`src/rtl/key_step_ctrl.sv`:
```
// Key front end: synchronises and debounces the step and load keys and turns a debounced step press
// into a one-cycle step or load pulse. Define AUTO_REPEAT_EN to add auto-repeat of step pulses while the key is held.
module key_step_ctrl #(
  parameter int DEB_CYCLES    = 16,
  parameter int REPEAT_CYCLES = 64
) (
  input  logic       clk,
  input  logic       rst,
  input  logic       key_step_i,
  input  logic       key_load_i,
  input  logic [7:0] seed_i,
  output logic       step_o,
  output logic       load_o,
  output logic [7:0] seed_o,
  output logic [1:0] key_state_o,
  output logic [3:0] dbg_fsm_o
);

  localparam int CW = $clog2(DEB_CYCLES);
  localparam logic [CW-1:0] TERM = CW'(DEB_CYCLES - 1);

  // Bit 1 of the encoding is the debounced level; bit 0 means a count is in progress.
  typedef enum logic [1:0] {
    ST_LOW       = 2'b00,
    ST_RISE_WAIT = 2'b01,
    ST_HIGH      = 2'b10,
    ST_FALL_WAIT = 2'b11
  } key_fsm_t;

  // Index 0 is the step key, index 1 the load key.
  logic [1:0]    r_key_s1, r_key_s2;
  logic [7:0]    r_seed_s1, r_seed_s2;
  key_fsm_t      r_state   [2];
  key_fsm_t      w_state_nxt [2];
  logic [CW-1:0] r_cnt     [2];
  logic [CW-1:0] w_cnt_nxt [2];
  logic [1:0]    w_rise;
  logic          w_step_stable, w_load_stable;
  logic          w_step_pulse, w_load_pulse, w_rep_fire;

  always_ff @(posedge clk or negedge rst) begin
    if (!rst) begin
      r_key_s1  <= '0;
      r_key_s2  <= '0;
      r_seed_s1 <= '0;
      r_seed_s2 <= '0;
    end else begin
      r_key_s1  <= {key_load_i, key_step_i};
      r_key_s2  <= r_key_s1;
      r_seed_s1 <= seed_i;
      r_seed_s2 <= r_seed_s1;
    end
  end

  always_ff @(posedge clk or negedge rst) begin
    if (!rst) begin
      for (int k = 0; k < 2; k++) begin
        r_state[k] <= ST_LOW;
        r_cnt[k]   <= '0;
      end
    end else begin
      for (int k = 0; k < 2; k++) begin
        r_state[k] <= w_state_nxt[k];
        r_cnt[k]   <= w_cnt_nxt[k];
      end
    end
  end

  // Any sample equal to the stable level drops the count back to zero.
  always_comb begin
    for (int k = 0; k < 2; k++) begin
      w_state_nxt[k] = r_state[k];
      w_cnt_nxt[k]   = '0;
      w_rise[k]      = 1'b0;
      case (r_state[k])
        ST_LOW: begin
          if (r_key_s2[k]) begin
            w_state_nxt[k] = ST_RISE_WAIT;
            w_cnt_nxt[k]   = r_cnt[k] + CW'(1);
          end
        end
        ST_RISE_WAIT: begin
          if (!r_key_s2[k]) begin
            w_state_nxt[k] = ST_LOW;
          end else if (r_cnt[k] == TERM) begin
            w_state_nxt[k] = ST_HIGH;
            w_rise[k]      = 1'b1;
          end else begin
            w_cnt_nxt[k]   = r_cnt[k] + CW'(1);
          end
        end
        ST_HIGH: begin
          if (!r_key_s2[k]) begin
            w_state_nxt[k] = ST_FALL_WAIT;
            w_cnt_nxt[k]   = r_cnt[k] + CW'(1);
          end
        end
        ST_FALL_WAIT: begin
          if (r_key_s2[k]) begin
            w_state_nxt[k] = ST_HIGH;
          end else if (r_cnt[k] == TERM) begin
            w_state_nxt[k] = ST_LOW;
          end else begin
            w_cnt_nxt[k]   = r_cnt[k] + CW'(1);
          end
        end
        default: w_state_nxt[k] = ST_LOW;
      endcase
    end
  end

  assign w_step_stable = r_state[0][1];
  assign w_load_stable = r_state[1][1];
  // The load level before this edge decides the pulse type.
  assign w_step_pulse  = w_rise[0] & ~w_load_stable;
  assign w_load_pulse  = w_rise[0] &  w_load_stable;

`ifdef AUTO_REPEAT_EN
  localparam int RW = $clog2(REPEAT_CYCLES);
  localparam logic [RW-1:0] RTERM = RW'(REPEAT_CYCLES - 1);

  logic [RW-1:0] r_rep_cnt;
  logic          r_rep_arm;

  assign w_rep_fire = r_rep_arm & w_step_stable & ~w_load_stable & (r_rep_cnt == RTERM);

  // Armed only by a step-type pulse, so a load press never repeats.
  always_ff @(posedge clk or negedge rst) begin
    if (!rst) begin
      r_rep_cnt <= '0;
      r_rep_arm <= 1'b0;
    end else if (w_step_pulse) begin
      r_rep_cnt <= '0;
      r_rep_arm <= 1'b1;
    end else if (!w_step_stable || w_load_stable) begin
      r_rep_cnt <= '0;
      r_rep_arm <= 1'b0;
    end else if (r_rep_arm) begin
      r_rep_cnt <= w_rep_fire ? '0 : r_rep_cnt + RW'(1);
    end
  end
`else
  assign w_rep_fire = 1'b0;
`endif

  always_ff @(posedge clk or negedge rst) begin
    if (!rst) begin
      step_o <= 1'b0;
      load_o <= 1'b0;
      seed_o <= '0;
    end else begin
      step_o <= w_step_pulse | w_rep_fire;
      load_o <= w_load_pulse;
      if (w_load_pulse) seed_o <= r_seed_s2;
    end
  end

  assign key_state_o = {w_load_stable, w_step_stable};
  assign dbg_fsm_o   = {r_state[1], r_state[0]};

endmodule

```
`config.mk`:
```
export PLATFORM = sky130hd
export DESIGN_NAME = key_step_ctrl
export DESIGN_NICKNAME = d
export VERILOG_FILES = /design/src/rtl/key_step_ctrl.sv
export SDC_FILE = /design/constraint.sdc
export NUM_CORES = 1
export LEC_CHECK = 0
export ABC_AREA = 1
export BUFFER_PORTS_ARGS = -buffer_cell sky130_fd_sc_hd__clkbuf_2
export CAP_MARGIN = 20
export CORE_ASPECT_RATIO = 0.5
export CORE_MARGIN = 4
export CORE_UTILIZATION = 33
export CTS_CLUSTER_DIAMETER = 60
export DETAILED_ROUTE_END_ITERATION = 10
export GPL_TIMING_DRIVEN = 0
export PLACE_DENSITY = 0.66
export SLEW_MARGIN = 30
export SYNTH_ARGS = -nofsm -noshare
export SYNTH_HDL_FRONTEND = slang
export SYNTH_SLANG_ARGS = --single-unit
```
`constraint.sdc`:
```
create_clock -name clk -period 1.2 [get_ports clk]
set_input_delay 0 -clock clk [delete_from_list [all_inputs] [get_ports clk]]
set_output_delay 0 -clock clk [all_outputs]
set_load 0.1 [all_outputs]
```
==> impl_results.md <==
- Outcome: complete, no violations
- Worst hold path class: primary input to async pin
- Multi-input gate area: 392.9 um2
- Synth Area in Adders: 1.678%
- Post-route DRC: 0
- RSZ-0062 raised after global routing: true
- Leak pwr: around 0.0011 uW
- Fmax: 859.2 MHz
- Mapped Cells: 130
- Clock Skews: 0.002495 ns
- Placed insts: between 200 and 250
- H-tree levels: 2
- FILL cells: 366
- DP HPWL: 1652 um
- Number of vias per cell: approximately 4.4
- Reg-to-reg startpoint: r_cnt[5]
- Final Max Slew Viols: 0
- R2R depth: 6
- Post-Synth Simple-Gate Area: 21.98%
- Post-synthesis xor/xnor area fraction: 0%
- Min Tclk post-route: 1.164 ns
- Worst setup EP type: output pin
- Placed instance area: 1709 um2
- Antenna violations before repair: 0
- Worst path slowest cell: dfrtp_4
- Post-synthesis cell type count: 16
- First-pass GRT wire length: 4609 um
- Port Buffers: 27
- Most frequent cells in the layout: 38 x dfrtp_1, 30 x nand2_1, 21 x clkbuf_2
- Remaining antenna violation count: 0
- Required @ worst endpoint: 1.20 ns
- Core footprint: 4124 um2
- Nets: 200
- Worst-path fanout max: 6
- CP top delay family: flip-flops
- Crit-path cells: buf_4, clkbuf_8
- Largest family of logic cells by synthesized area: simple AND/OR/NAND/NOR gates
- FF+latch count, synth: 42
- Non-Filler Instances: ~240
- Pwr Density: roughly 1300 nW/um2
- Worst R2R Setup Slack: 0.06 ns
- Max Cap Viol: 0
- Register clock-pin slew on the reported worst setup and hold paths: 0.07 ns
- Register area: 1064 um2
- Sequential area share after synthesis: 70.47%
- Cts bufs inserted: 5
- # diodes: 0
- Critical Path Max Stage Delay: roughly 0.52 ns
- Worst-margin pin slew: 0.5516 ns
- Tot GR Track Use: 10.70%
- Crit Path Category: flop to output pin
- VDD IR-drop max: 0.4647 mV
- Vias in the first global route: 1,004
- Die span in y: around 56 um
- Vias post-DR: 1,050
- Net Sw Frac: 21.31%
- Cell Int Power: 2164 uW
- Die X: 103.1 um
- Post-synthesis compound-gate area fraction: 0.3356%
- Commonest non-fill, non-tap cell in the layout: dfrtp_1
- Die area: 5724 um2
- Mapped Nets: 144
- CTS Sinks: between 40 and 50
- Synth Area per Inst: ~11 um2
- Seq pwr share: 54.5%
- Fraction of layout cells with a size suffix above 1: 33.16%
- Crit path launch type: flop
- Clock network power share: 39.1%
- Starting Density: 36.17%
- NetSw: 586.0 uW
- IO Pins: 28
- CTS tree: built
- Combinational share of power: 6.3%
- Total Routed Length: 2875 um
- Mux cell area share after synthesis: 0%
- Remaining Overflow, GRT: 0
- Clock Path Buffers: 2
- Final Cycle Share: a little over nine tenths
- Warnings from Yosys: 0
- Worst r2r dst: load_o
- Wire per inst: around 12 um
- Largest net degree at the start of global routing: between 40 and 50
- Layout area overhead: 38.09%
- Final RePlAce weighted congestion: roughly 0.74
- WP buf/inv: 2
- Final Cell Area: roughly 2100 um2
- Std-Cell Rows: 16
- TritonRoute pass-1 iters: 4
- Worst path arrival time: 1.16 ns
- CTS Root Cell: clkbuf_8
- Syn Std Cell Area: about 1500 um2
- Final core occ: between 40% and 50%
- Final setup vio count: 0
- Rel. slew slack: between 60% and 70%
- Skew-Pair Late Insertion Delay: 0.29 ns
- Iter 0 DRT Violations: 26
- Hold Vio Cnt, Final: 0
-- worst max-delay path by stage --
stage,from,endpoint,slack [ns],cells past startpoint
global route,r_cnt[5],seed_o[1],-0.03,6
floorplan,flop,seed_o[0],-0.05,4
CTS,dbg_fsm_o[0],dbg_fsm_o[0],0.02,1
global placement,r_cnt[4],seed_o[1],-0.1,6
finish,flop,key_state_o[0],0.04,2
detailed placement,r_cnt[4],seed_o[5],-0.14,6
-- power by group through the flow --
stage / Sequential [uW] / Clock [uW] / Combinational [uW]
2_1_floorplan: 1540 / 0 / 41.4
3_3_place_gp: 1520 / 0 / 121
3_5_place_dp: 1520 / 0 / 126
4_1_cts: 1490 / 1110 / 165
5_1_grt: 1500 / 1170 / 197
6_report: 1500 / 1080 / 174
-- Yosys cell counts --
library cell	number	share of area [%]
nand3_4	1	1.2
buf_6	1	0.75
inv_1	13	3.3
o21ai_0	1	0.34
dfrtp_1	42	70
inv_2	2	0.50
nor2_8	1	1.3
nand2_1	32	8.1
buf_4	2	1.0
nand4_1	9	3.8
nor2_4	1	0.75
nand2_4	1	0.75
nand3_1	5	1.7
nor2_1	16	4.0
ha_1	2	1.7
nand2_2	1	0.42
-- per-layer routing --
| layer | GRT usage [%] | wire, um |
|---|---|---|
| met1 | 13.39 | 1253 |
| met5 | 0 | 0 |
| met2 | 16.23 | 1434 |
| met4 | 3.875 | 36 |
| met3 | 4.899 | 151 |
-- registers in the layout, summed over array words and instances, names as in the netlist, named ones only --
register   cells
dbg_fsm_o      2
load_o         1
r_cnt          8
r_key_s1       2
r_key_s2       2
r_seed_s1      8
r_seed_s2      8
seed_o         8
step_o         1
-- cell families (layout without fill, tap and decap cells) --
group,count (synthesis),count (layout)
AND/OR/NAND/NOR,67,68
flip-flops,42,42
buffers and inverters,18,74
adder cells (fa/ha/maj),2,2
AO/OA/AOI/OAI,1,1
-- worst register-to-register path, cell delays in order (launching register included) --
cell and delay, ns:
dfrtp_1 0.41, ha_4 0.17, nand2_4 0.07, nor2_8 0.13
nand3_2 0.12, buf_4 0.16, inv_2 0.03
-- layout make-up --
type,count,share of cell area (%)
buffer,3,1.276
clock buffer,7,3.706
clock inverter,1,1.458
inverter,15,2.734
multi-input combinational,71,19.08
sequential,42,51.64
tap,54,3.281
timing repair buffer,48,16.83
-- what timing repair did --
action | 4_1_cts | 5_1_grt
hold buffers | 11 | 0
pin swaps | 3 | 1
hold endpoints to repair | 52 | 0
endpoints found under the setup margin | 16 | 14
cloned | 0 | 1
setup buffers | 5 | 5
resized for setup | 9 | 5
-- through the flow --
step           hold slack (ns)  setup slack [ns]  total power (uW)  TNS [ns]
2_1_floorplan          -0.2956          -0.04965              1586   -0.3972
3_3_place_gp            0.1103          -0.09932              1642   -0.7793
3_5_place_dp           0.05549           -0.1448              1650    -1.056
4_1_cts                 0.2794           0.01651              2770         0
5_1_grt                 0.3218          -0.02635              2872  -0.03027
6_report                0.2684           0.03611              2750         0
No activity file was read; power rests on OpenSTA's default activity.
